**config.mk**
```make
export PLATFORM = sky130hd
export DESIGN_NAME = booth_ctrl_flat
export DESIGN_NICKNAME = d
export VERILOG_FILES = /design/src/rtl/booth_ctrl_if.sv /design/src/rtl/booth_ctrl.sv /design/src/flat_wrapper.sv
export SDC_FILE = /design/constraint.sdc
export NUM_CORES = 1
export LEC_CHECK = 0
export BUFFER_PORTS_ARGS = -buffer_cell sky130_fd_sc_hd__clkbuf_2
export CAP_MARGIN = 20
export CORE_ASPECT_RATIO = 0.9
export CORE_MARGIN = 2
export CORE_UTILIZATION = 35
export DETAILED_ROUTE_END_ITERATION = 10
export GPL_TIMING_DRIVEN = 0
export PLACE_DENSITY = 0.53
export RECOVER_POWER = 50
export SETUP_SLACK_MARGIN = 0.1
export SYNTH_ARGS = -nofsm -noshare
export SYNTH_HDL_FRONTEND = slang
export SYNTH_SLANG_ARGS = --single-unit
```
**constraint.sdc**
```tcl
create_clock -name clk -period 2.65 [get_ports clk]
set_input_delay 0.3975 -clock clk [delete_from_list [all_inputs] [get_ports clk]]
set_output_delay 0.3975 -clock clk [all_outputs]
set_load 0.05 [all_outputs]
```
**src/rtl/booth_ctrl_if.sv**
```systemverilog
// Handshake and datapath-control bundle between booth_ctrl and its neighbours.
// master = upstream requester plus datapath; slave = the controller itself.
interface booth_ctrl_if;
    logic       start;
    logic [2:0] cmp0;
    logic [2:0] cmp1;
    logic       load;
    logic       muxsel;
    logic [2:0] ALUop;
    logic       shift_direction;
    logic [2:0] Tshift_amount;
    logic [2:0] shift_amount;
    logic       out_enable;
    logic       busy;
    logic       done;
    logic       err;

    modport master (
        output start, cmp0, cmp1,
        input  load, muxsel, ALUop, shift_direction, Tshift_amount,
               shift_amount, out_enable, busy, done, err
    );

    modport slave (
        input  start, cmp0, cmp1,
        output load, muxsel, ALUop, shift_direction, Tshift_amount,
               shift_amount, out_enable, busy, done, err
    );
endinterface

```
**src/rtl/booth_ctrl.sv**
```systemverilog
// Sequencer for the radix-4 Booth 8x4 multiplier: clear, two accumulate steps, then present.
// Every control output is registered and is updated on the same edge as the state it belongs to.
module booth_ctrl #(
    parameter int unsigned DONE_CYCLES = 1
) (
    input  logic         clk,
    input  logic         rst,
    booth_ctrl_if.slave  bus
);

    typedef enum logic [2:0] {
        S_IDLE,
        S_CLR,
        S_STEP0,
        S_STEP1,
        S_DONE
    } state_t;

    state_t     r_state;
    logic [2:0] r_d0;
    logic [2:0] r_d1;
    logic       r_err;
    logic [2:0] r_doneCnt;
    logic       r_load;
    logic       r_muxsel;
    logic [2:0] r_aluOp;
    logic [2:0] r_tShift;
    logic       r_outEnable;
    logic       r_busy;
    logic       r_done;

    // Packs {muxsel, ALUop, Tshift}; an illegal magnitude of 3 behaves like a zero digit.
    function automatic logic [6:0] stepCtrl(input logic [2:0] digit, input logic k);
        logic [1:0] mag;
        logic       isZero;
        mag    = digit[1:0];
        isZero = (mag == 2'd0) || (mag == 2'd3);
        stepCtrl = {isZero,
                    isZero ? 3'b000 : (digit[2] ? 3'b010 : 3'b001),
                    1'b0, k, (mag == 2'd2)};
    endfunction

    always_ff @(posedge clk) begin
        if (rst) begin
            r_state     <= S_IDLE;
            r_d0        <= 3'b000;
            r_d1        <= 3'b000;
            r_err       <= 1'b0;
            r_doneCnt   <= 3'd0;
            r_load      <= 1'b0;
            r_muxsel    <= 1'b1;
            r_aluOp     <= 3'b000;
            r_tShift    <= 3'd0;
            r_outEnable <= 1'b0;
            r_busy      <= 1'b0;
            r_done      <= 1'b0;
        end else begin
            case (r_state)
                S_IDLE: begin
                    if (bus.start) begin
                        r_d0     <= bus.cmp0;
                        r_d1     <= bus.cmp1;
                        r_err    <= (bus.cmp0[1:0] == 2'd3) || (bus.cmp1[1:0] == 2'd3);
                        r_state  <= S_CLR;
                        r_load   <= 1'b1;
                        r_muxsel <= 1'b1;
                        r_aluOp  <= 3'b011;
                        r_tShift <= 3'd0;
                        r_busy   <= 1'b1;
                    end
                end
                S_CLR: begin
                    r_state <= S_STEP0;
                    {r_muxsel, r_aluOp, r_tShift} <= stepCtrl(r_d0, 1'b0);
                end
                S_STEP0: begin
                    r_state <= S_STEP1;
                    {r_muxsel, r_aluOp, r_tShift} <= stepCtrl(r_d1, 1'b1);
                end
                S_STEP1: begin
                    r_state     <= S_DONE;
                    r_load      <= 1'b0;
                    r_muxsel    <= 1'b1;
                    r_aluOp     <= 3'b000;
                    r_tShift    <= 3'd0;
                    r_outEnable <= 1'b1;
                    r_done      <= 1'b1;
                    r_doneCnt   <= 3'd0;
                end
                S_DONE: begin
                    if (r_doneCnt == 3'(DONE_CYCLES - 1)) begin
                        r_state     <= S_IDLE;
                        r_doneCnt   <= 3'd0;
                        r_outEnable <= 1'b0;
                        r_done      <= 1'b0;
                        r_busy      <= 1'b0;
                    end else begin
                        r_doneCnt <= r_doneCnt + 3'd1;
                    end
                end
                default: begin
                    r_state     <= S_IDLE;
                    r_load      <= 1'b0;
                    r_muxsel    <= 1'b1;
                    r_aluOp     <= 3'b000;
                    r_tShift    <= 3'd0;
                    r_outEnable <= 1'b0;
                    r_busy      <= 1'b0;
                    r_done      <= 1'b0;
                end
            endcase
        end
    end

    assign bus.load            = r_load;
    assign bus.muxsel          = r_muxsel;
    assign bus.ALUop           = r_aluOp;
    assign bus.shift_direction = 1'b0;
    assign bus.Tshift_amount   = r_tShift;
    assign bus.shift_amount    = 3'd0;
    assign bus.out_enable      = r_outEnable;
    assign bus.busy            = r_busy;
    assign bus.done            = r_done;
    assign bus.err             = r_err;

endmodule

```
**src/flat_wrapper.sv**
```systemverilog
// flat-port wrapper written by rule: the top's interface ports become plain ports
module booth_ctrl_flat 
#(
    parameter int unsigned DONE_CYCLES = 1
)
  (clk, rst, bus_start, bus_cmp0, bus_cmp1, bus_load, bus_muxsel, bus_ALUop, bus_shift_direction, bus_Tshift_amount, bus_shift_amount, bus_out_enable, bus_busy, bus_done, bus_err);
  booth_ctrl_if bus_i ();
  input  logic clk;
  input  logic rst;
  input wire logic [$bits(bus_i.start)-1:0] bus_start;
  input wire logic [$bits(bus_i.cmp0)-1:0] bus_cmp0;
  input wire logic [$bits(bus_i.cmp1)-1:0] bus_cmp1;
  output wire logic [$bits(bus_i.load)-1:0] bus_load;
  output wire logic [$bits(bus_i.muxsel)-1:0] bus_muxsel;
  output wire logic [$bits(bus_i.ALUop)-1:0] bus_ALUop;
  output wire logic [$bits(bus_i.shift_direction)-1:0] bus_shift_direction;
  output wire logic [$bits(bus_i.Tshift_amount)-1:0] bus_Tshift_amount;
  output wire logic [$bits(bus_i.shift_amount)-1:0] bus_shift_amount;
  output wire logic [$bits(bus_i.out_enable)-1:0] bus_out_enable;
  output wire logic [$bits(bus_i.busy)-1:0] bus_busy;
  output wire logic [$bits(bus_i.done)-1:0] bus_done;
  output wire logic [$bits(bus_i.err)-1:0] bus_err;
  assign bus_i.start = bus_start;
  assign bus_i.cmp0 = bus_cmp0;
  assign bus_i.cmp1 = bus_cmp1;
  assign bus_load = bus_i.load;
  assign bus_muxsel = bus_i.muxsel;
  assign bus_ALUop = bus_i.ALUop;
  assign bus_shift_direction = bus_i.shift_direction;
  assign bus_Tshift_amount = bus_i.Tshift_amount;
  assign bus_shift_amount = bus_i.shift_amount;
  assign bus_out_enable = bus_i.out_enable;
  assign bus_busy = bus_i.busy;
  assign bus_done = bus_i.done;
  assign bus_err = bus_i.err;
  booth_ctrl #(.DONE_CYCLES(DONE_CYCLES)) u_core (.clk(clk), .rst(rst), .bus(bus_i));
endmodule
```
* Yosys cells after proc, flatten, opt, wreduce, memory -nomap -nowiden
Cells that the tools add are included.
** Operators by class
- $add $sub $neg :: 1
- Eq/ne operators :: 12
- Muxes and demuxes :: 19
- Bitwise logic cells :: 4
- Reductions and logical operators :: 17
** Operators by type and width (number)
- 3-bit case mux with 4 select lines :: 2
- 3-bit two-way mux :: 7
- 3-bit case mux with 5 select lines :: 1
- 2-bit equality test, second input constant :: 6
- 2-bit AND reduction :: 5
- 3-bit OR reduction :: 3
- 3-bit by 2-bit equality test with 1-bit output, second input constant :: 2
- 3-bit logical NOT :: 2
- 1-bit case mux with 3 select lines :: 2
- 3-bit case mux with 2 select lines :: 1
- 2-bit logical NOT :: 2
- 2-bit two-way mux :: 2
- 1-bit NOT :: 4
- 1-bit case mux with 4 select lines :: 1
- 3-bit by 1-bit adder with 3-bit output, second input constant :: 1
- 3-bit by 1-bit equality test with 1-bit output, second input constant :: 1
- 3-bit equality test, second input constant :: 1
- 1-bit logical OR :: 3
- 3-bit AND reduction :: 1
- 1-bit two-way mux :: 2
- 2-bit by 1-bit != test with 1-bit output, second input constant :: 1
- 2-bit != test, second input constant :: 1
- 1-bit case mux with 2 select lines :: 1
- 2-bit nonzero test :: 1
** Storage, ports and cells
- Bits in registers :: 23
- Output and inout bits :: 16
- Logic and storage cells :: 64

* Depth between registers and ports, before layout
- Depth after elaboration :: 4
- Mapped depth :: 6
- Gate-level depth less buffers :: 6

* Worst setup path after synthesis
Ideal clock, no wire load.
- Path type :: register to output
- Start point :: register u_core.r_outEnable (netlist: u_core.bus.out_enable)
- End point :: output port bus_out_enable
- Arrival time :: 0.933 ns
- Required time :: 2.253 ns
- Setup slack :: 1.320 ns
- Cell stages (with the launch flop) :: 2
- Buffers on the path :: 1
- Path through :: dfxtp_1 buf_4
** RTL lines
- start, declared :: RTL line booth_ctrl.sv:28 : logic r_outEnable;
- start signal, assigned :: RTL line booth_ctrl.sv:54 : r_outEnable <= 1'b0;
- start signal, assigned :: RTL line booth_ctrl.sv:86 : r_outEnable <= 1'b1;
- start signal, assigned :: RTL line booth_ctrl.sv:94 : r_outEnable <= 1'b0;
- end, declared :: RTL line flat_wrapper.sv:19 : output wire logic [$bits(bus_i.out_enable)-1:0] bus_out_enable;
No word-level cell between the ends.

* Final worst setup path
- Start point :: register u_core.r_state[1]
- End point :: register u_core.r_aluOp[0] (netlist: u_core.bus.ALUop[0])
** Between the ends
- Word-level cells in the longest chain between the ends :: 3
- Elaborated cells on any way between the ends :: 8
- Classes of those cells :: 4 x eq/ne; 1 x mux; 1 x bitwise; 2 x reduce/logical
** Ends and longest elaborated chain
- start, declared :: RTL line booth_ctrl.sv:19 : state_t r_state;
- start signal, assigned :: RTL line booth_ctrl.sv:45 : r_state <= S_IDLE;
- start signal, assigned :: RTL line booth_ctrl.sv:64 : r_state <= S_CLR;
- start signal, assigned :: RTL line booth_ctrl.sv:73 : r_state <= S_STEP0;
- 3-bit logical NOT / 3-bit equality test (equally long branches) :: RTL line booth_ctrl.sv:58 : case (r_state)
- 2-bit != test (no source line) / 1-bit NOT (equally long branches)
- 2-bit AND reduction (no source line)
- end signal, assigned :: RTL line booth_ctrl.sv:74 : {r_muxsel, r_aluOp, r_tShift} <= stepCtrl(r_d0, 1'b0);
- end signal, assigned :: RTL line booth_ctrl.sv:78 : {r_muxsel, r_aluOp, r_tShift} <= stepCtrl(r_d1, 1'b1);
- end, declared :: RTL line booth_ctrl.sv:26 : logic [2:0] r_aluOp;
Several ways; a longest one is shown, not always the timed one.
A chain may end at the register's enable or synchronous reset.

==> metrics.md <==
| Metric | Value |
|---|---|
| Max Slew Vio Count | 0 |
| Clk_lat worst skew | 310 ps |
| CTS tree | built |
| Synthesis-to-finish area growth | 16.2% |
| Yosys top cell by area | dfxtp_1 |
| Hold Vio Cnt, Final | 0 |
| Width of the die | 61.4 um |
| Crit path capture type | register |
| Share of cells above drive strength 1 | 16.8% |
| P per Cell Area | 607 nW/um2 |
| Clock root buffer | clkbuf_4 |
| FP Rows | 18 |
| Reg2Reg Launch Point | u_core.r_state[1] |
| Synth top cells by count | dfxtp_1, nand2_1, a21oi_1 |
| Chip Height | 55.6 um |
| DR vias | 962 |
| Maximum VDD drop | 0.000238 V |
| CP max FO | 10 |
| DRC Markers | 0 |
| Routability cong. | 0.748 |
| Post-route minimum period | 1740 ps |
| Number of vias per cell | 4.93 |
| Post-synth top area share | 40.5% |
| WS Path Type | register to register |
| Vias in the first global route | 829 |
| First-pass GRT wire length | 3730 um |
| Floorplan core area | 2790 um2 |
| Number of setup violations in the final report | 0 |
| DR iter-0 viols | 40 |
| Full die area | 3420 um2 |
| Initial Util | 37.1% |
| CTS Sinks | 21 |
| Antenna viol nets, final | 0 |
| FFs w/ async S/R, synth | 0% |
| Worst Setup SP | u_core.r_state[1] |
| Leak | 0.485 nW |
| RSZ-0062 raised after global routing | false |
| CTS HTree Levels | 1 |
| Hold WS | 293 ps |
| Avg Inst Size Synth | 8.04 um2 |
| Min-delay src | bus_cmp0[2] |
| Post-synthesis sequential area ratio | 40.5% |
| Antenna fix cells | 0 |
| Hold Crit Class | input port to register |
| Count leader, synth | dfxtp_1 |
| Gr usage total | 14.4% |
| Yosys warns | 0 |
| Hold-fix buffers, CTS | 0 |
| Final period util | 65.5% |
| Max-Cap Viols | 0 |
| Worst slew pin tran | 601 ps |
| Initial antenna violation count | 0 |
| Setup TNS | 0 ps |
| Data required, critical path | 2910 ps |
| Per-cell routed wire length | 11.9 um |
| GRT overflow | 0 |
| WL final | 2310 um |
| Synth top area cells | dfxtp_1, a21oi_1, nand2_1, buf_4, nor2_1 |
| Slew HR | 60.1% |
| DP HPWL | 1700 um |
| Crit start category | register |
| Post-CTS resize count | 0 |
| Post-synth EDFFs | 0 |
| Iteration count of the initial detailed-routing pass | 4 |
| Cts bufs inserted | 3 |
| Worst-path clk slew | 130 ps |
| Clk_skew | 3.08 ps |
| Flops & latches, synth | 21 |
| Mapped Area | 1040 um2 |
| Nets | 167 |
| Main synth FF type | dfxtp_1 |
| Netlist cell types | 33 |
| Status | completed |
| Setup bufs post-CTS | 0 |
| PortBufs | 17 |
| IO Count | 25 |
| Maximum clock rate | 576 MHz |
| Largest net degree at the start of global routing | 13 |
| Cell count after synthesis | 129 |
| Clk buf depth | 2 |
| Data arrival, critical path | 2000 ps |
## critical path, stage by stage (launching register included)
cell and delay [ps]:
dfxtp_1 330, clkbuf_1 340, clkbuf_1 420, nand3_1 180, o221ai_1 230, o211a_1 180
## cells by family (layout without fill, tap and decap cells)
family          count (synthesis)  after routing  synth area share [%]
flops                          21             21                  40.5
other cells                     1              6                 0.362
fa+ha+maj                       2              2                  2.41
buf+inv                        17             38                  9.17
compound gates                 32             32                  18.1
xor+xnor                        3              3                  2.53
simple gates                   53             53                  26.9
## cells in the final DEF (no fill, tap or decap), types with 5 or more instances in the layout
cell type  instances
nand3_1            5
nor2_1            12
a21oi_1           16
clkbuf_1          11
o21ai_0            6
nand2_1           17
buf_4              7
conb_1             6
dfxtp_1           21
clkbuf_2          11
## layer usage
metal / up-vias / share of wire (%) / GRT usage, %
li1: 479 / - / -
met1: 444 / 52 / 21.1
met2: 33 / 41 / 20.5
met3: 6 / 5.9 / 3.49
met4: 0 / 1.1 / 4.56
met5: - / 0 / 0
## flip-flops by register name (all words and copies together) (netlist names)
signal / cells
u_core.r_d0: 3
u_core.r_d1: 3
u_core.r_doneCnt: 3
u_core.r_state: 3
u_core.bus.ALUop: 2
u_core.bus.Tshift_amount: 2
u_core.bus.busy: 1
u_core.bus.err: 1
u_core.bus.load: 1
u_core.bus.muxsel: 1
u_core.bus.out_enable: 1
## layout make-up
type / instances / area [um2]
fill: 324 / 1590
multi-input combinational: 96 / 538
sequential: 21 / 420
timing repair buffer: 17 / 77.6
buffer: 13 / 76.3
tap: 40 / 50.0
clock buffer: 3 / 22.5
inverter: 4 / 15.0
clock inverter: 1 / 5.00
## metrics by stage
stage	setup slack, ps	power [mW]	instances	cell area (um2)	utilization [%]
6_report	915	0.731	195	1200	43.1
3_5_place_dp	1130	0.579	191	1190	42.7
5_1_grt	753	0.769	195	1200	43.1
4_1_cts	1110	0.744	195	1220	43.6
3_3_place_gp	1150	0.577	191	1190	42.7
2_1_floorplan	1320	0.532	134	1060	-
## where the power goes
group	internal, mW	switching [mW]
logic	0.0604	0.149
clock network	0.0564	0.105
registers	0.341	0.0197
total	0.458	0.273
## final timing paths
check	cells past startpoint	slack, ps	to
worst max-delay path	5	910	u_core.bus.ALUop[0]
worst min-delay path	3	290	u_core.r_d0[2]
worst max register to register	5	910	u_core.bus.ALUop[0]
worst min register to register	2	490	u_core.r_d1[0]
Power figures use the tool's default switching activity.
